### config.mk
export PLATFORM = sky130hd
export DESIGN_NAME = spi_prog_regfile
export DESIGN_NICKNAME = d
export VERILOG_FILES = /design/src/rtl/spi_prog_regfile_pkg.sv /design/src/rtl/spi_prog_regfile_sync_edge.sv /design/src/rtl/spi_prog_regfile.sv
export SDC_FILE = /design/constraint.sdc
export NUM_CORES = 1
export LEC_CHECK = 0
export ABC_AREA = 1
export CORE_ASPECT_RATIO = 2
export CORE_MARGIN = 2
export CORE_UTILIZATION = 35
export CTS_BUF_LIST = sky130_fd_sc_hd__clkbuf_8
export DETAILED_ROUTE_END_ITERATION = 6
export GPL_ROUTABILITY_DRIVEN = 0
export SETUP_SLACK_MARGIN = 0.02
export SYNTH_ARGS = -nofsm -noshare
export SYNTH_HDL_FRONTEND = slang
export SYNTH_SLANG_ARGS = --single-unit
### constraint.sdc
create_clock -name i_clk -period 10.3 [get_ports i_clk]
set_input_delay 1.03 -clock i_clk [delete_from_list [all_inputs] [get_ports i_clk]]
set_output_delay 1.03 -clock i_clk [all_outputs]
set_load 0.05 [all_outputs]
### src/rtl/spi_prog_regfile_pkg.sv
// spi_prog_regfile shared types: FSM states, command codes, word framing.
// Defining SPI_PARITY_EN appends an even-parity bit to every data word.
package spi_prog_pkg;

   typedef enum logic [2:0] {
      WAIT_CS_HIGH,
      IDLE,
      CMD,
      ADDR,
      DATA
   } state_t;

   localparam logic CMD_WRITE = 1'b1;
   localparam logic CMD_READ  = 1'b0;

`ifdef SPI_PARITY_EN
   localparam int PAR_BITS = 1;
`else
   localparam int PAR_BITS = 0;
`endif

   // bits per data word on the wire, parity included
   function automatic int word_bits(input int data_w);
      return data_w + PAR_BITS;
   endfunction

endpackage

### src/rtl/spi_prog_regfile_sync_edge.sv
// spi_sync_edge: 2-FF synchroniser for an asynchronous SPI pin,
// followed by a registered edge detect (one-CLK rise/fall pulses).
module spi_sync_edge (
   input  logic i_clk,
   input  logic i_rst,
   input  logic i_async,
   output logic o_level,
   output logic o_rise,
   output logic o_fall
);

   logic r_meta;
   logic r_sync;
   logic r_prev;

   // synchronise the pin and keep one cycle of history
   always_ff @(posedge i_clk or posedge i_rst) begin
      if (i_rst) begin
         r_meta <= 1'b0;
         r_sync <= 1'b0;
         r_prev <= 1'b0;
      end else begin
         r_meta <= i_async;
         r_sync <= r_meta;
         r_prev <= r_sync;
      end
   end

   assign o_level = r_sync;
   assign o_rise  = r_sync & ~r_prev;
   assign o_fall  = ~r_sync & r_prev;

endmodule

### src/rtl/spi_prog_regfile.sv
// spi_prog_regfile: oversampled SPI mode-0 register file with shadow/commit.
// Define SPI_PARITY_EN for an even-parity bit after every data word.
module spi_prog_regfile
   import spi_prog_pkg::*;
#(
   parameter int NUM_REGS = 16,
   parameter int DATA_W   = 8,
   parameter int ADDR_W   = 4,
   parameter logic [NUM_REGS*DATA_W-1:0] RESET_VAL = '0
) (
   input  logic                       i_clk,
   input  logic                       i_rst,
   input  logic                       i_sclk,
   input  logic                       i_cs,
   input  logic                       i_sdi,
   output logic                       o_sdo,
   output logic                       o_sdo_oe,
   output logic [NUM_REGS*DATA_W-1:0] o_prog_data,
   output logic                       o_commit,
   output logic                       o_frame_err
);

   localparam int WORD_BITS = word_bits(DATA_W);
   localparam int CNT_W     = $clog2(WORD_BITS + ADDR_W + 1);
   localparam logic [CNT_W-1:0]  WORD_LAST = CNT_W'(WORD_BITS - 1);
   localparam logic [CNT_W-1:0]  ADDR_LAST = CNT_W'(ADDR_W - 1);
   localparam logic [ADDR_W-1:0] ADDR_MAX  = ADDR_W'(NUM_REGS - 1);
`ifdef SPI_PARITY_EN
   localparam logic [CNT_W-1:0]  PAR_POS   = CNT_W'(DATA_W);
`endif

   logic w_unused_sclk;
   logic w_sclk_rise;
   logic w_sclk_fall;
   logic w_cs_lvl;
   logic w_cs_rise;
   logic w_cs_fall;
   logic w_sdi;
   logic w_unused_sdi_rise;
   logic w_unused_sdi_fall;

   spi_sync_edge u_sclk (
      .i_clk(i_clk), .i_rst(i_rst), .i_async(i_sclk),
      .o_level(w_unused_sclk), .o_rise(w_sclk_rise), .o_fall(w_sclk_fall)
   );

   spi_sync_edge u_cs (
      .i_clk(i_clk), .i_rst(i_rst), .i_async(i_cs),
      .o_level(w_cs_lvl), .o_rise(w_cs_rise), .o_fall(w_cs_fall)
   );

   spi_sync_edge u_sdi (
      .i_clk(i_clk), .i_rst(i_rst), .i_async(i_sdi),
      .o_level(w_sdi), .o_rise(w_unused_sdi_rise), .o_fall(w_unused_sdi_fall)
   );

   state_t r_state;
   state_t w_next;

   logic [CNT_W-1:0]     r_cnt;
   logic [ADDR_W-1:0]    r_addr;
   logic                 r_cmd;
   logic                 r_bad;
   logic                 r_have_word;
   logic [WORD_BITS-1:0] r_shift;
   logic [DATA_W-1:0]    r_shadow [NUM_REGS];
   logic [DATA_W-1:0]    r_prog   [NUM_REGS];
   logic                 r_commit;
   logic                 r_err;
   logic                 r_sdo;

   logic [ADDR_W-1:0]    w_addr_nxt;
   logic [ADDR_W-1:0]    w_addr_inc;
   logic                 w_addr_ok;
   logic [WORD_BITS-1:0] w_word_full;
   logic [DATA_W-1:0]    w_word;
   logic                 w_par_ok;
   logic                 w_word_done;
   logic [DATA_W-1:0]    w_rd_word;
   logic                 w_rd_bit;
   logic                 w_commit_now;
   logic                 w_err_set;
   logic                 w_err_clr;
   logic                 w_sdo_oe;

   assign w_addr_nxt  = (r_addr << 1) | ADDR_W'(w_sdi);
   assign w_addr_inc  = (r_addr == ADDR_MAX) ? '0 : r_addr + ADDR_W'(1);
   assign w_addr_ok   = int'(w_addr_nxt) < NUM_REGS;
   assign w_word_full = (r_shift << 1) | WORD_BITS'(w_sdi);
   assign w_word_done = (r_cnt == WORD_LAST);
   assign w_rd_word   = (int'(r_addr) < NUM_REGS) ? r_prog[r_addr] : '0;

`ifdef SPI_PARITY_EN
   assign w_word   = w_word_full[DATA_W:1];
   assign w_par_ok = ~^w_word_full;
`else
   assign w_word   = w_word_full[DATA_W-1:0];
   assign w_par_ok = 1'b1;
`endif

   // readback bit for the current position, MSB first, parity last
   always_comb begin
      w_rd_bit = 1'b0;
      for (int i = 0; i < DATA_W; i++)
         if (int'(r_cnt) == DATA_W - 1 - i) w_rd_bit = w_rd_word[i];
`ifdef SPI_PARITY_EN
      if (r_cnt == PAR_POS) w_rd_bit = ^w_rd_word;
`endif
   end

   // FSM state register
   always_ff @(posedge i_clk or posedge i_rst) begin
      if (i_rst) r_state <= WAIT_CS_HIGH;
      else       r_state <= w_next;
   end

   // FSM next state; a CS rise always wins over an SCLK edge
   always_comb begin
      w_next = r_state;
      unique case (r_state)
         WAIT_CS_HIGH: if (w_cs_lvl) w_next = IDLE;
         IDLE:         if (w_cs_fall) w_next = CMD;
         CMD: begin
            if (w_cs_rise)        w_next = IDLE;
            else if (w_sclk_rise) w_next = ADDR;
         end
         ADDR: begin
            if (w_cs_rise) w_next = IDLE;
            else if (w_sclk_rise && r_cnt == ADDR_LAST) w_next = DATA;
         end
         DATA:    if (w_cs_rise) w_next = IDLE;
         default: w_next = WAIT_CS_HIGH;
      endcase
   end

   // FSM outputs: end-of-frame verdict and readback enable
   always_comb begin
      w_commit_now = 1'b0;
      w_err_set    = 1'b0;
      w_err_clr    = 1'b0;
      if (w_cs_rise) begin
         unique case (r_state)
            CMD, ADDR: w_err_set = 1'b1;
            DATA: begin
               if (r_cnt == '0 && r_have_word && !r_bad) begin
                  w_commit_now = (r_cmd == CMD_WRITE);
                  w_err_clr    = 1'b1;
               end else begin
                  w_err_set = 1'b1;
               end
            end
            default: ;
         endcase
      end
      w_sdo_oe = (r_state == DATA) && (r_cmd == CMD_READ) && !w_cs_lvl;
   end

   // frame datapath: shift-in, shadow writes, readback, commit
   always_ff @(posedge i_clk or posedge i_rst) begin
      if (i_rst) begin
         r_cnt       <= '0;
         r_addr      <= '0;
         r_cmd       <= CMD_READ;
         r_bad       <= 1'b0;
         r_have_word <= 1'b0;
         r_shift     <= '0;
         r_commit    <= 1'b0;
         r_err       <= 1'b0;
         r_sdo       <= 1'b0;
         for (int i = 0; i < NUM_REGS; i++) begin
            r_shadow[i] <= RESET_VAL[i*DATA_W +: DATA_W];
            r_prog[i]   <= RESET_VAL[i*DATA_W +: DATA_W];
         end
      end else begin
         r_commit <= w_commit_now;
         if (w_commit_now) r_prog <= r_shadow;
         if (w_err_set)      r_err <= 1'b1;
         else if (w_err_clr) r_err <= 1'b0;
         unique case (r_state)
            IDLE: begin
               if (w_cs_fall) begin
                  r_shadow    <= r_prog;
                  r_cnt       <= '0;
                  r_addr      <= '0;
                  r_bad       <= 1'b0;
                  r_have_word <= 1'b0;
                  r_sdo       <= 1'b0;
               end
            end
            CMD: if (!w_cs_rise && w_sclk_rise) r_cmd <= w_sdi;
            ADDR: begin
               if (!w_cs_rise && w_sclk_rise) begin
                  r_addr <= w_addr_nxt;
                  if (r_cnt == ADDR_LAST) begin
                     r_cnt <= '0;
                     if (!w_addr_ok) r_bad <= 1'b1;
                  end else begin
                     r_cnt <= r_cnt + CNT_W'(1);
                  end
               end
            end
            DATA: begin
               if (!w_cs_rise && w_sclk_rise) begin
                  r_shift <= w_word_full;
                  if (w_word_done) begin
                     r_cnt       <= '0;
                     r_addr      <= w_addr_inc;
                     r_have_word <= 1'b1;
                     if (r_cmd == CMD_WRITE) begin
                        if (!r_bad && w_par_ok) r_shadow[r_addr] <= w_word;
                        else                    r_bad <= 1'b1;
                     end
                  end else begin
                     r_cnt <= r_cnt + CNT_W'(1);
                  end
               end
               if (!w_cs_rise && w_sclk_fall && r_cmd == CMD_READ)
                  r_sdo <= w_rd_bit;
            end
            default: ;
         endcase
      end
   end

   // flatten the active registers onto the configuration bus
   always_comb begin
      o_prog_data = '0;
      for (int i = 0; i < NUM_REGS; i++)
         o_prog_data[i*DATA_W +: DATA_W] = r_prog[i];
   end

   assign o_sdo       = w_sdo_oe & r_sdo;
   assign o_sdo_oe    = w_sdo_oe;
   assign o_commit    = r_commit;
   assign o_frame_err = r_err;

endmodule

==> impl_results.html, run 1 <==
<table>
<tr><th>Metric</th><th>Value</th></tr>
<tr><th colspan="2">Synthesis</th></tr>
<tr><td>Simple-Gate Fraction of Synth Area</td><td>0.206</td></tr>
<tr><td>Multiplexer share of the synthesized area</td><td>0.0183</td></tr>
<tr><td>Dominant cell type by area after synthesis</td><td>sky130_fd_sc_hd__dfrtp_1</td></tr>
<tr><td>Number of synthesized register bits</td><td>287</td></tr>
<tr><td>Mean area per synthesized cell</td><td>8.03 um^2</td></tr>
<tr><td>Number of instances in the synthesized netlist</td><td>between 1500 and 2000</td></tr>
<tr><td>Number of nets produced by synthesis</td><td>1697</td></tr>
<tr><td>Netlist Area Pre-Place</td><td>between 10000 and 15000 um^2</td></tr>
<tr><td>Largest cells by area after synthesis</td><td>sky130_fd_sc_hd__dfrtp_1, sky130_fd_sc_hd__nand2_1, sky130_fd_sc_hd__o21ai_0, sky130_fd_sc_hd__a21oi_1, sky130_fd_sc_hd__nor2_1</td></tr>
<tr><td>Sequential fraction of the synthesis area</td><td>0.531</td></tr>
<tr><td>Dominant combinational cell family by area after synthesis</td><td>simple AND/OR/NAND/NOR gates</td></tr>
<tr><td>Top-count cell post-synth</td><td>sky130_fd_sc_hd__nand2_1</td></tr>
<tr><td>Number of enable-type register cells in the synthesized netlist</td><td>0</td></tr>
<tr><td>Complex-gate fraction of the synthesized area</td><td>0.167</td></tr>
<tr><td>Yosys warnings</td><td>0</td></tr>
<tr><td>Distinct cell type count of the synthesized netlist</td><td>approximately 40</td></tr>
<tr><td>Top cell types by occurrence after synthesis</td><td>sky130_fd_sc_hd__nand2_1, sky130_fd_sc_hd__dfrtp_1, sky130_fd_sc_hd__o21ai_0</td></tr>
<tr><td>Fraction of synthesized cell area in xor and xnor cells</td><td>0.000648</td></tr>
<tr><td>Area share of the largest cell type after synthesis</td><td>0.531</td></tr>
<tr><td>Top FF cell, synth</td><td>sky130_fd_sc_hd__dfrtp_1</td></tr>
<tr><td>Post-synthesis adder-cell area fraction</td><td>0.00740</td></tr>
<tr><td>Proportion of register bits with asynchronous set or reset after synthesis</td><td>1.00</td></tr>
<tr><th colspan="2">Routing</th></tr>
<tr><td>Total iterations of the first detailed-routing run</td><td>5</td></tr>
<tr><td>Ratio of routed vias to standard cells</td><td>a little over 5</td></tr>
<tr><td>Total routed wirelength</td><td>about 44 mm</td></tr>
<tr><td>DRC errors left</td><td>0</td></tr>
<tr><td>Routed via count</td><td>around 12000</td></tr>
<tr><td>Iteration-0 DRC Markers</td><td>between 800 and 900</td></tr>
<tr><td>WL/cell</td><td>roughly 19 um</td></tr>
<tr><td>Number of nets with antenna violations after detailed routing</td><td>0</td></tr>
<tr><th colspan="2">Setup path</th></tr>
<tr><td>Crit path capture</td><td>o_sdo</td></tr>
<tr><td>Worst flop-to-flop path endpoint</td><td>o_prog_data[81]$_DFFE_PP0P_</td></tr>
<tr><td>Logic depth of the worst setup path including buffers</td><td>8</td></tr>
<tr><td>CP top delay family</td><td>buffers and inverters</td></tr>
<tr><td>Signal arrival time at the worst endpoint</td><td>roughly 3.9 ns</td></tr>
<tr><td>Data required time of the critical path</td><td>roughly 9.3 ns</td></tr>
<tr><td>Critical-path maximum fanout</td><td>67</td></tr>
<tr><td>WS Path Type</td><td>register to output pin</td></tr>
<tr><td>Number of buffer and inverter instances along the worst setup path</td><td>4</td></tr>
<tr><td>Max stage delay on crit path</td><td>0.80 ns</td></tr>
<tr><td>Launch instance of the worst register-to-register path</td><td>r_state[1]$_DFFE_PP0P_</td></tr>
<tr><td>Critical path launch point type</td><td>register</td></tr>
<tr><td>R2r setup slk</td><td>5.92 ns</td></tr>
<tr><td>Worst reg-to-reg path cell count</td><td>11</td></tr>
<tr><td>Crit. End Element</td><td>output pin</td></tr>
<tr><td>Slowest cell on the critical path</td><td>sky130_fd_sc_hd__clkdlybuf4s50_1</td></tr>
<tr><td>Critical path launch point</td><td>r_state[1]$_DFFE_PP0P_</td></tr>
<tr><td>Cell breakdown of the critical path</td><td>nor2_2 -&gt; inv_2 -&gt; nor2_4 -&gt; clkinv_2 -&gt; buf_4 -&gt; nor2_1 -&gt; and3_1 -&gt; clkdlybuf4s50_1</td></tr>
<tr><th colspan="2">Power and ir drop</th></tr>
<tr><td>P_leak</td><td>about 0.0073 uW</td></tr>
<tr><td>Total power density per cell area</td><td>between 150 and 200 nW/um^2</td></tr>
<tr><td>Peak VDD IR</td><td>between 70 and 80 uV</td></tr>
<tr><td>Sum of internal, switching and leakage power</td><td>approximately 2900 uW</td></tr>
<tr><th colspan="2">Global route</th></tr>
<tr><td>Largest net degree at the start of global routing</td><td>150</td></tr>
<tr><td>Wire length of the first global-routing pass</td><td>roughly 68 mm</td></tr>
<tr><td>Global-route usage over all layers</td><td>0.220</td></tr>
<tr><td>Initial antenna violation count</td><td>1</td></tr>
<tr><td>Via count of the first global-routing pass</td><td>11800</td></tr>
<tr><td>GRT Residual Overflow</td><td>0</td></tr>
<tr><th colspan="2">Die</th></tr>
<tr><td>Area of the die</td><td>approximately 40000 um^2</td></tr>
<tr><td>Die outline height</td><td>approximately 280 um</td></tr>
<tr><td>Width of the die</td><td>~140 um</td></tr>
<tr><td>Floorplan Core Area</td><td>between 30000 and 40000 um^2</td></tr>
<tr><td>Initial core utilization</td><td>0.355</td></tr>
<tr><td>Placement row count</td><td>approximately 100</td></tr>
<tr><td>Number of placed I/O pins</td><td>~140</td></tr>
<tr><th colspan="2">Clock network</th></tr>
<tr><td>Skew-Pair Late Insertion Delay</td><td>just under 0.6 ns</td></tr>
<tr><td>Clk root buf</td><td>sky130_fd_sc_hd__clkbuf_8</td></tr>
<tr><td>CTS tree</td><td>done</td></tr>
<tr><td>TritonCTS buffer count</td><td>43</td></tr>
<tr><td>Maximum clock path buffer count</td><td>3</td></tr>
<tr><td>CTS clock-pin slew for the worst setup and hold paths</td><td>0.07 ns</td></tr>
<tr><td>Post-CTS Hold Fix Bufs</td><td>0</td></tr>
<tr><td>Total number of H-tree levels</td><td>2</td></tr>
<tr><td># clock sinks</td><td>approximately 290</td></tr>
<tr><td>CTS resizes</td><td>0</td></tr>
<tr><td>Count of buffers added by post-CTS timing repair for setup</td><td>0</td></tr>
<tr><th colspan="2">STA</th></tr>
<tr><td>Ratio of final minimum period to clock period</td><td>0.475</td></tr>
<tr><td>Worst-margin pin slew</td><td>around 1.2 ns</td></tr>
<tr><td>Worst slew slack as a fraction of its limit</td><td>0.195</td></tr>
<tr><td>Final count of pins violating max slew</td><td>0</td></tr>
<tr><td>Total Neg Setup Slack</td><td>0 ns</td></tr>
<tr><td>Hold Vio Cnt, Final</td><td>0</td></tr>
<tr><td>Setup Viol. Count Final</td><td>0</td></tr>
<tr><td>RSZ-0062 raised after global routing</td><td>false</td></tr>
<tr><td>Clock skew</td><td>around 0.033 ns</td></tr>
<tr><td>Minimum period implied by the final worst setup slack</td><td>slightly below 5 ns</td></tr>
<tr><td>Max Freq</td><td>205 MHz</td></tr>
<tr><th colspan="2">Place</th></tr>
<tr><td>Port-buffer cells</td><td>approximately 140</td></tr>
<tr><td>Post-place instance area</td><td>15200 um^2</td></tr>
<tr><td>Dpl hpwl</td><td>~29 mm</td></tr>
<tr><td>DP Cell Count</td><td>between 2000 and 2500</td></tr>
<tr><th colspan="2">Cells and area</th></tr>
<tr><td>Final core occ</td><td>0.422</td></tr>
<tr><td>Final instance area</td><td>roughly 16000 um^2</td></tr>
<tr><td>Ratio of cells with drive above 1 in the final layout</td><td>0.0602</td></tr>
<tr><td>Post-layout instance count excluding filler cells</td><td>~2300</td></tr>
<tr><td>Net count reported at finish</td><td>1792</td></tr>
<tr><td>Area added between synthesis and finish</td><td>18.8%</td></tr>
<tr><th colspan="2">Hold path</th></tr>
<tr><td>Hold/Removal Path Class</td><td>register to register</td></tr>
<tr><th colspan="2">Flow run</th></tr>
<tr><td>Number of violations of the max-capacitance limit</td><td>0</td></tr>
<tr><th colspan="2">Outcome</th></tr>
<tr><td>Outcome</td><td>completed</td></tr>
</table>
## power by group
group / leakage (uW) / switching (uW) / internal (uW) / total, uW
Sequential: 0.00393 / 33.3 / 1200 / 1240
Combinational: 0.00289 / 516 / 157 / 673
Clock: 0.000514 / 468 / 511 / 979
Total: 0.00733 / 1020 / 1870 / 2890
## metrics by stage
stage | hold WS, ns | worst slack [ns]
finish | 0.347 | 5.41
global route | 0.369 | 5.19
CTS | 0.354 | 5.37
detailed placement | 0.342 | 5.91
global placement | 0.337 | 6.02
floorplan | 0.331 | 1.35
## layout make-up
class	count	area, um^2
fillers	3833	22000
flip-flops and latches	287	7180
multi-input cells	1174	5410
repair buffers	146	1450
clock buffers	52	716
well taps	515	644
inverters	127	485
clock inverters	26	171
diodes	1	2.50
## kinds of logic after synthesis
family | count (synthesis)
AOI/OAI and AO/OA | 441
xor gates and xnor gates | 1
adders and majority gates | 8
buffers and inverters | 223
DFF | 287
muxes | 22
and+or+nand+nor | 702
## sequential cells by signal, indices dropped and copies added, names as in the netlist, 3 cells and up
| signal | count |
|---|---|
| r_shadow | 128 |
| r_state | 3 |
| r_addr | 4 |
| r_shift | 7 |
| o_prog_data | 128 |
| r_cnt | 4 |
## routing by layer
metal,global-route usage,routed length [um],up-vias
met5,0,0,-
met4,0.117,2390,0
met3,0.0277,1950,110
met2,0.384,22600,382
met1,0.263,17200,5766
li1,-,-,5619
## worst min-delay path by stage
stage	start	endpoint	cells after the start
after floorplan	u_cs.r_meta$_DFF_PP0_	u_cs.o_level$_DFF_PP0_	0
after global placement	u_sclk.r_meta$_DFF_PP0_	u_sclk.o_level$_DFF_PP0_	0
after detailed placement	u_cs.r_meta$_DFF_PP0_	u_cs.o_level$_DFF_PP0_	0
after CTS	u_sdi.r_meta$_DFF_PP0_	u_sdi.o_level$_DFF_PP0_	0
after global routing	u_cs.r_meta$_DFF_PP0_	u_cs.o_level$_DFF_PP0_	0
final	u_sdi.r_meta$_DFF_PP0_	u_sdi.o_level$_DFF_PP0_	0
## placed cells by master, fill, tap and decap left out, types with 2 or more instances in the layout
cell type and instances:
sky130_fd_sc_hd__a21oi_1 147, sky130_fd_sc_hd__a22o_1 2, sky130_fd_sc_hd__buf_4 9, sky130_fd_sc_hd__bufinv_16 2, sky130_fd_sc_hd__clkbuf_8 52, sky130_fd_sc_hd__clkdlybuf4s50_1 136, sky130_fd_sc_hd__clkinv_2 7, sky130_fd_sc_hd__dfrtp_1 286
sky130_fd_sc_hd__ha_1 8, sky130_fd_sc_hd__inv_1 129, sky130_fd_sc_hd__inv_2 10, sky130_fd_sc_hd__mux2_1 20, sky130_fd_sc_hd__mux2_2 2, sky130_fd_sc_hd__nand2_1 495, sky130_fd_sc_hd__nand2_2 4, sky130_fd_sc_hd__nand2_4 8
sky130_fd_sc_hd__nand3_1 27, sky130_fd_sc_hd__nand4_1 4, sky130_fd_sc_hd__nor2_1 150, sky130_fd_sc_hd__nor2_2 5, sky130_fd_sc_hd__nor2_4 2, sky130_fd_sc_hd__nor3_1 5, sky130_fd_sc_hd__o21ai_0 225, sky130_fd_sc_hd__o21ai_1 53
sky130_fd_sc_hd__o22ai_1 2
(Power assumes the default switching activity.)
==> run 2: changes to the inputs <==
Clock period 10.3 ns to 4.4 ns, I/O delays scaled along.
==> impl_results.html, run 2 (synthesis gave the netlist of run 1 again) <==
<table>
<tr><th>Metric</th><th>Value</th></tr>
<tr><th colspan="2">Die</th></tr>
<tr><td>Die outline height</td><td>282 um (unchanged)</td></tr>
<tr><td>Number of placed I/O pins</td><td>137 (unchanged)</td></tr>
<tr><td>Area of the die</td><td>40300 um^2 (unchanged)</td></tr>
<tr><td>Placement row count</td><td>101 (unchanged)</td></tr>
<tr><td>Floorplan Core Area</td><td>38000 um^2 (unchanged)</td></tr>
<tr><td>Initial core utilization</td><td>0.355 (unchanged)</td></tr>
<tr><td>Width of the die</td><td>143 um (unchanged)</td></tr>
<tr><th colspan="2">STA</th></tr>
<tr><td>Worst-margin pin slew</td><td>1.23 ns (+0.0229 ns)</td></tr>
<tr><td>Clock skew</td><td>0.0263 ns (-0.00648 ns)</td></tr>
<tr><td>Max Freq</td><td>295 MHz</td></tr>
<tr><td>Total Neg Setup Slack</td><td>0 ns (unchanged)</td></tr>
<tr><td>Setup Viol. Count Final</td><td>0 (unchanged)</td></tr>
<tr><td>Final count of pins violating max slew</td><td>0 (unchanged)</td></tr>
<tr><td>Worst slew slack as a fraction of its limit</td><td>0.180 (-0.0153)</td></tr>
<tr><td>Minimum period implied by the final worst setup slack</td><td>between 3 and 4 ns</td></tr>
<tr><td>Hold Vio Cnt, Final</td><td>0 (unchanged)</td></tr>
<tr><td>Ratio of final minimum period to clock period</td><td>0.770</td></tr>
<tr><td>RSZ-0062 raised after global routing</td><td>false</td></tr>
<tr><th colspan="2">Power and ir drop</th></tr>
<tr><td>Total power density per cell area</td><td>416 nW/um^2 (+130%)</td></tr>
<tr><td>Switching power total</td><td>2400 uW (+140%)</td></tr>
<tr><td>Switching power share of the total</td><td>0.359 (+0.00620)</td></tr>
<tr><td>P_leak</td><td>0.00734 uW (+0.23%)</td></tr>
<tr><td>Clock group share of total power</td><td>0.331 (-0.008)</td></tr>
<tr><td>Combinational share of power</td><td>0.237 (+0.004)</td></tr>
<tr><td>Sequential power share</td><td>0.432 (+0.004)</td></tr>
<tr><td>Sum of internal, switching and leakage power</td><td>6690 uW (+130%)</td></tr>
<tr><td>Internal Power</td><td>4290 uW (+130%)</td></tr>
<tr><td>Peak VDD IR</td><td>192 uV (+150%)</td></tr>
<tr><th colspan="2">Clock network</th></tr>
<tr><td># clock sinks</td><td>287 (unchanged)</td></tr>
<tr><td>Post-CTS Hold Fix Bufs</td><td>0 (unchanged)</td></tr>
<tr><td>CTS resizes</td><td>0 (unchanged)</td></tr>
<tr><td>Total number of H-tree levels</td><td>2 (unchanged)</td></tr>
<tr><td>TritonCTS buffer count</td><td>44 (+2.3%)</td></tr>
<tr><td>Maximum clock path buffer count</td><td>3 (unchanged)</td></tr>
<tr><td>Clk root buf</td><td>sky130_fd_sc_hd__clkbuf_8</td></tr>
<tr><td>CTS clock-pin slew for the worst setup and hold paths</td><td>0.07 ns (about the same)</td></tr>
<tr><td>Count of buffers added by post-CTS timing repair for setup</td><td>0 (unchanged)</td></tr>
<tr><td>CTS tree</td><td>done</td></tr>
<tr><td>Skew-Pair Late Insertion Delay</td><td>0.60 ns (about the same)</td></tr>
<tr><th colspan="2">Cells and area</th></tr>
<tr><td>Ratio of cells with drive above 1 in the final layout</td><td>0.0611 (+0.000935)</td></tr>
<tr><td>Area added between synthesis and finish</td><td>18.9% (about the same)</td></tr>
<tr><td>Final instance area</td><td>16100 um^2 (about the same)</td></tr>
<tr><td>Most common cell after layout, fill and taps aside</td><td>sky130_fd_sc_hd__nand2_1</td></tr>
<tr><td>Filler cell count</td><td>3881 (+1.3%)</td></tr>
<tr><td>Commonest non-fill, non-tap cells in the layout</td><td>sky130_fd_sc_hd__nand2_1, sky130_fd_sc_hd__dfrtp_1, sky130_fd_sc_hd__o21ai_0</td></tr>
<tr><td>Net count reported at finish</td><td>1797 (+0.28%)</td></tr>
<tr><th colspan="2">Routing</th></tr>
<tr><td>Total routed wirelength</td><td>44.7 mm (+1.5%)</td></tr>
<tr><td>DRC errors left</td><td>0 (unchanged)</td></tr>
<tr><td>Ratio of routed vias to standard cells</td><td>5.13 (+0.62%)</td></tr>
<tr><td>WL/cell</td><td>19.2 um (+1.2%)</td></tr>
<tr><td>Number of nets with antenna violations after detailed routing</td><td>0 (unchanged)</td></tr>
<tr><td>Total iterations of the first detailed-routing run</td><td>5 (unchanged)</td></tr>
<tr><td>Iteration-0 DRC Markers</td><td>1130 (+35%)</td></tr>
<tr><td>Routed via count</td><td>12000 (+0.83%)</td></tr>
<tr><th colspan="2">Setup path</th></tr>
<tr><td>WS Path Type</td><td>register to output pin</td></tr>
<tr><td>Critical path launch point type</td><td>register</td></tr>
<tr><td>Crit. End Element</td><td>output pin</td></tr>
<tr><td>Signal arrival time at the worst endpoint</td><td>2.95 ns (-0.91 ns)</td></tr>
<tr><td>Cell type with the highest occurrence count on the critical path</td><td>sky130_fd_sc_hd__buf_4</td></tr>
<tr><td>Data required time of the critical path</td><td>3.96 ns (-5.31 ns)</td></tr>
<tr><td>Critical-path maximum fanout</td><td>65 (-3.0%)</td></tr>
<tr><td>Slowest cell on the critical path</td><td>sky130_fd_sc_hd__dfrtp_1</td></tr>
<tr><td>Max stage delay on crit path</td><td>0.42 ns (-0.38 ns)</td></tr>
<tr><td>Cell breakdown of the critical path</td><td>nor2_2 -&gt; inv_2 -&gt; nor2_4 -&gt; buf_4 -&gt; clkinv_2 -&gt; buf_4 -&gt; nor2_1 -&gt; and3_1 -&gt; buf_4</td></tr>
<tr><th colspan="2">Place</th></tr>
<tr><td>Port-buffer cells</td><td>136 (unchanged)</td></tr>
<tr><td>Post-place instance area</td><td>15200 um^2 (+0.31%)</td></tr>
<tr><td>Dpl hpwl</td><td>29.0 mm (+0.49%)</td></tr>
<tr><th colspan="2">Global route</th></tr>
<tr><td>Initial antenna violation count</td><td>1 (unchanged)</td></tr>
<tr><td>Global-route usage over all layers</td><td>0.222 (+0.00163)</td></tr>
<tr><td>Largest net degree at the start of global routing</td><td>164 (+9.3%)</td></tr>
<tr><td>Wire length of the first global-routing pass</td><td>68.9 mm (+1.1%)</td></tr>
<tr><td>Via count of the first global-routing pass</td><td>11900 (+0.91%)</td></tr>
<tr><td>GRT Residual Overflow</td><td>0 (unchanged)</td></tr>
<tr><th colspan="2">Outcome</th></tr>
<tr><td>Outcome</td><td>completed</td></tr>
<tr><th colspan="2">Flow run</th></tr>
<tr><td>Number of violations of the max-capacitance limit</td><td>0 (unchanged)</td></tr>
<tr><th colspan="2">Hold path</th></tr>
<tr><td>Hold/Removal Path Class</td><td>input pin to register</td></tr>
</table>
==> run 2: worst paths after layout <==
| check | startpoint | endpoint | slack [ns] | cells after the start |
|---|---|---|---|---|
| worst max-delay path | r_state[1]$_DFFE_PP0P_ | o_sdo | 1.01 | 9 |
| min in group asynchronous | i_rst | r_shadow[92]$_DFFE_PP0P_ | 0.34 | 2 |
| worst min register to register | u_sclk.r_meta$_DFF_PP0_ | u_sclk.o_level$_DFF_PP0_ | 0.36 | 0 |
| worst max register to register | u_cs.o_level$_DFF_PP0_ | r_shadow[39]$_DFFE_PP0P_ | 1.39 | 11 |
| worst min-delay path | i_sdi | u_sdi.r_meta$_DFF_PP0_ | 0.29 | 1 |
| max in group asynchronous | i_rst | o_commit$_DFF_PP0_ | 2.98 | 3 |
==> run 2: cell type report <==
| class | count | area [um^2] | area share |
|---|---|---|---|
| diodes | 1 | 2.50 | 0.000156 |
| clock buffers | 53 | 729 | 0.0454 |
| clock inverters | 26 | 123 | 0.00763 |
| inverters | 127 | 482 | 0.0300 |
| multi-input cells | 1174 | 5410 | 0.337 |
| flip-flops and latches | 287 | 7180 | 0.447 |
| well taps | 515 | 644 | 0.0401 |
| repair buffers | 150 | 1500 | 0.0933 |
==> run 2: worst max-delay path, delay by kind of cell (launching register included) <==
family / cells / cell delay [ns]
simple gates: 4 / 0.85
buf+inv: 5 / 1.08
flops: 1 / 0.42
==> run 2: power by group through the flow <==
stage | clock network (uW) | registers (uW) | logic [uW]
after global placement | 0 | 2930 | 1550
final | 2210 | 2890 | 1580
after CTS | 2260 | 2890 | 1580
after detailed placement | 0 | 2940 | 1570
after floorplan | 0 | 2950 | 1190
after global routing | 2370 | 2910 | 1770
==> run 2: layer usage <==
| layer | routed length (um) | part of all wire | track usage | up-vias |
|---|---|---|---|---|
| met5 | 0 | 0 | 0 | - |
| met1 | 17200 | 0.38 | 0.261 | 5751 |
| li1 | - | - | - | 5626 |
| met2 | 22300 | 0.50 | 0.377 | 462 |
| met4 | 2930 | 0.066 | 0.139 | 0 |
| met3 | 2300 | 0.051 | 0.0321 | 137 |
==> run 2: per-stage QoR <==
stage	instances	hold slack, ns	worst slack [ns]	util
detailed placement	2253	0.337	1.46	0.400
finish	2333	0.291	1.01	0.422
global route	2333	0.299	0.867	0.422
CTS	2332	0.268	1.02	0.422
global placement	2253	0.345	1.49	0.400
floorplan	1684	0.331	0.155	-
==> run 3: changes to the inputs <==
Clock period 4.4 ns to 3 ns, I/O delays scaled along.
==> impl_results.html, run 3 (synthesis gave the netlist of run 1 again) <==
<table>
<tr><th>Metric</th><th>Value</th></tr>
<tr><th colspan="2">Global route</th></tr>
<tr><td>Wire length of the first global-routing pass</td><td>69.9 mm (+1.5%)</td></tr>
<tr><td>GRT Residual Overflow</td><td>0 (unchanged)</td></tr>
<tr><td>Busiest metal layer after global routing</td><td>met2</td></tr>
<tr><td>Met3 GRT Util</td><td>0.0329 (+0.000849)</td></tr>
<tr><td>Met2 demand-to-capacity share in global routing</td><td>0.382 (+0.00454)</td></tr>
<tr><td>Global-route usage over all layers</td><td>0.226 (+0.00426)</td></tr>
<tr><td>Largest net degree at the start of global routing</td><td>164 (unchanged)</td></tr>
<tr><td>Via count of the first global-routing pass</td><td>12200 (+2.4%)</td></tr>
<tr><td>Global Route met1 Usage</td><td>0.263 (+0.00228)</td></tr>
<tr><td>Initial antenna violation count</td><td>1 (unchanged)</td></tr>
<tr><th colspan="2">STA</th></tr>
<tr><td>RSZ-0062 raised after global routing</td><td>false</td></tr>
<tr><td>Worst slew slack as a fraction of its limit</td><td>0.269 (+0.0896)</td></tr>
<tr><td>Setup Viol. Count Final</td><td>0 (unchanged)</td></tr>
<tr><td>Clock skew</td><td>0.0251 ns (-0.00122 ns)</td></tr>
<tr><td>Worst-margin pin slew</td><td>1.10 ns (-0.131 ns)</td></tr>
<tr><td>Max Freq</td><td>about 370 MHz</td></tr>
<tr><td>Final count of pins violating max slew</td><td>0 (unchanged)</td></tr>
<tr><td>Hold Vio Cnt, Final</td><td>0 (unchanged)</td></tr>
<tr><td>Total Neg Setup Slack</td><td>0 ns (unchanged)</td></tr>
<tr><td>Ratio of final minimum period to clock period</td><td>0.899</td></tr>
<tr><td>Minimum period implied by the final worst setup slack</td><td>approximately 2.7 ns</td></tr>
<tr><th colspan="2">Cells and area</th></tr>
<tr><td>Net count reported at finish</td><td>1833 (+2.0%)</td></tr>
<tr><td>Ratio of cells with drive above 1 in the final layout</td><td>0.0810 (+0.0199)</td></tr>
<tr><td>Area added between synthesis and finish</td><td>21.6%</td></tr>
<tr><td>Commonest non-fill, non-tap cells in the layout</td><td>sky130_fd_sc_hd__nand2_1, sky130_fd_sc_hd__dfrtp_1, sky130_fd_sc_hd__o21ai_0</td></tr>
<tr><td>Final core occ</td><td>0.432 (+0.00964)</td></tr>
<tr><td>Post-layout instance count excluding filler cells</td><td>2367 (+1.5%)</td></tr>
<tr><td>Most common cell after layout, fill and taps aside</td><td>sky130_fd_sc_hd__nand2_1</td></tr>
<tr><th colspan="2">Outcome</th></tr>
<tr><td>Outcome</td><td>completed</td></tr>
<tr><th colspan="2">Power and ir drop</th></tr>
<tr><td>Internal Power</td><td>6530 uW (+52%)</td></tr>
<tr><td>Combinational share of power</td><td>0.242 (+0.005)</td></tr>
<tr><td>Peak VDD IR</td><td>256 uV (+33%)</td></tr>
<tr><td>P_leak</td><td>0.00753 uW (+2.5%)</td></tr>
<tr><td>Sequential power share</td><td>0.426 (-0.006)</td></tr>
<tr><td>Switching power total</td><td>3450 uW (+44%)</td></tr>
<tr><td>Total power density per cell area</td><td>607 nW/um^2 (+46%)</td></tr>
<tr><td>Switching power share of the total</td><td>0.346 (-0.0127)</td></tr>
<tr><td>Clock group share of total power</td><td>0.332 (about the same)</td></tr>
<tr><th colspan="2">Setup path</th></tr>
<tr><td>Data required time of the critical path</td><td>2.70 ns (-1.26 ns)</td></tr>
<tr><td>Max stage delay on crit path</td><td>0.43 ns (about the same)</td></tr>
<tr><td>Slowest cell on the critical path</td><td>sky130_fd_sc_hd__dfrtp_1</td></tr>
<tr><td>Signal arrival time at the worst endpoint</td><td>2.40 ns (-0.55 ns)</td></tr>
<tr><td>Cell breakdown of the critical path</td><td>nor2_2 -&gt; inv_2 -&gt; nor2_4 -&gt; clkinv_2 -&gt; buf_4 -&gt; nor3_1 -&gt; buf_12</td></tr>
<tr><td>WS Path Type</td><td>register to output pin</td></tr>
<tr><td>Critical path launch point type</td><td>register</td></tr>
<tr><td>Critical-path maximum fanout</td><td>43 (-34%)</td></tr>
<tr><td>Crit. End Element</td><td>output pin</td></tr>
<tr><th colspan="2">Place</th></tr>
<tr><td>Port-buffer cells</td><td>136 (unchanged)</td></tr>
<tr><td>Dpl hpwl</td><td>30.8 mm (+6.2%)</td></tr>
<tr><td>DP Cell Count</td><td>2290 (+1.6%)</td></tr>
<tr><th colspan="2">Clock network</th></tr>
<tr><td>CTS clock-pin slew for the worst setup and hold paths</td><td>0.07 ns (about the same)</td></tr>
<tr><td># clock sinks</td><td>287 (unchanged)</td></tr>
<tr><td>Total number of H-tree levels</td><td>2 (unchanged)</td></tr>
<tr><td>Maximum clock path buffer count</td><td>3 (unchanged)</td></tr>
<tr><td>TritonCTS buffer count</td><td>43 (-2.3%)</td></tr>
<tr><td>Skew-Pair Late Insertion Delay</td><td>0.57 ns (-0.03 ns)</td></tr>
<tr><td>Count of buffers added by post-CTS timing repair for setup</td><td>0 (unchanged)</td></tr>
<tr><td>CTS tree</td><td>done</td></tr>
<tr><td>CTS resizes</td><td>0 (unchanged)</td></tr>
<tr><td>Post-CTS Hold Fix Bufs</td><td>0 (unchanged)</td></tr>
<tr><td>Clk root buf</td><td>sky130_fd_sc_hd__clkbuf_8</td></tr>
<tr><th colspan="2">Die</th></tr>
<tr><td>Area of the die</td><td>40300 um^2 (unchanged)</td></tr>
<tr><td>Initial core utilization</td><td>0.355 (unchanged)</td></tr>
<tr><td>Number of placed I/O pins</td><td>137 (unchanged)</td></tr>
<tr><td>Width of the die</td><td>143 um (unchanged)</td></tr>
<tr><td>Placement row count</td><td>101 (unchanged)</td></tr>
<tr><td>Die outline height</td><td>282 um (unchanged)</td></tr>
<tr><td>Floorplan Core Area</td><td>38000 um^2 (unchanged)</td></tr>
<tr><th colspan="2">Routing</th></tr>
<tr><td>Total iterations of the first detailed-routing run</td><td>5 (unchanged)</td></tr>
<tr><td>Number of nets with antenna violations after detailed routing</td><td>0 (unchanged)</td></tr>
<tr><td>Total routed wirelength</td><td>44.9 mm (+0.48%)</td></tr>
<tr><td>Ratio of routed vias to standard cells</td><td>5.11 (-0.47%)</td></tr>
<tr><td>WL/cell</td><td>19.0 um (-0.96%)</td></tr>
<tr><td>Routed via count</td><td>12100 (+0.99%)</td></tr>
<tr><td>Iteration-0 DRC Markers</td><td>990 (-12%)</td></tr>
<tr><td>DRC errors left</td><td>0 (unchanged)</td></tr>
<tr><th colspan="2">Flow run</th></tr>
<tr><td>Number of violations of the max-capacitance limit</td><td>0 (unchanged)</td></tr>
<tr><th colspan="2">Hold path</th></tr>
<tr><td>Hold/Removal Path Class</td><td>input pin to async pin</td></tr>
</table>
[run 3: cell types whose count changed in the layout (fill, tap and decap cells not counted), sizes merged]
cell      before  now
inv          145  138
clkbuf        53   56
bufinv         0    1
clkinvlp       2    1
buf           16   53
clkinv         6    7
[run 3: area by class of cell]
| class | count | area, um^2 |
|---|---|---|
| diodes | 1 | 2.50 |
| clock buffers | 56 | 771 |
| clock inverters | 20 | 108 |
| fillers | 3776 | 21600 |
| inverters | 127 | 482 |
| multi-input cells | 1174 | 5410 |
| flip-flops and latches | 287 | 7180 |
| well taps | 515 | 644 |
| repair buffers | 187 | 1840 |
[run 3: metrics by stage]
stage               worst slack (ns)  cell area, um^2  hold WS, ns  power [uW]
floorplan                      -1.11            13500        0.331        6070
global placement               0.677            15600        0.341        6670
detailed placement             0.655            15600        0.335        6710
CTS                            0.275            16400       0.0632       10100
global route                   0.151            16400       0.0979       10500
finish                         0.304            16400       0.0766        9980
[run 3: worst max-delay path, delay by kind of cell, from the launching register on]
kind,cells,cell delay (ns)
buf+inv,4,0.66
flops,1,0.43
simple gates,3,0.75
[run 3: final timing paths]
kind	start	to	slack [ns]	depth (start not counted)
max reg2reg	r_state[1]$_DFFE_PP0P_	o_prog_data[15]$_DFFE_PP0P_	0.58	9
min in group i_clk	i_cs	u_cs.r_meta$_DFF_PP0_	0.18	1
max in group asynchronous	i_rst	o_prog_data[76]$_DFFE_PP0P_	2.13	4
min	i_rst	r_shadow[79]$_DFFE_PP0P_	0.08	2
max	r_state[1]$_DFFE_PP0P_	o_sdo_oe	0.30	7
min reg2reg	u_sdi.r_meta$_DFF_PP0_	u_sdi.o_level$_DFF_PP0_	0.37	0
[run 3: metal layers]
layer / wire (um) / vias up
li1: - / 5699
met1: 17000 / 5794
met2: 22300 / 451
met3: 2300 / 150
met4: 3240 / 0
met5: 0 / -
[run 3: power groups by stage]
stage	logic (uW)	clock network [uW]	registers, uW
after floorplan	1750	0	4320
after global placement	2360	0	4310
after detailed placement	2400	0	4320
after CTS	2410	3410	4250
after global routing	2690	3560	4270
final	2410	3320	4250
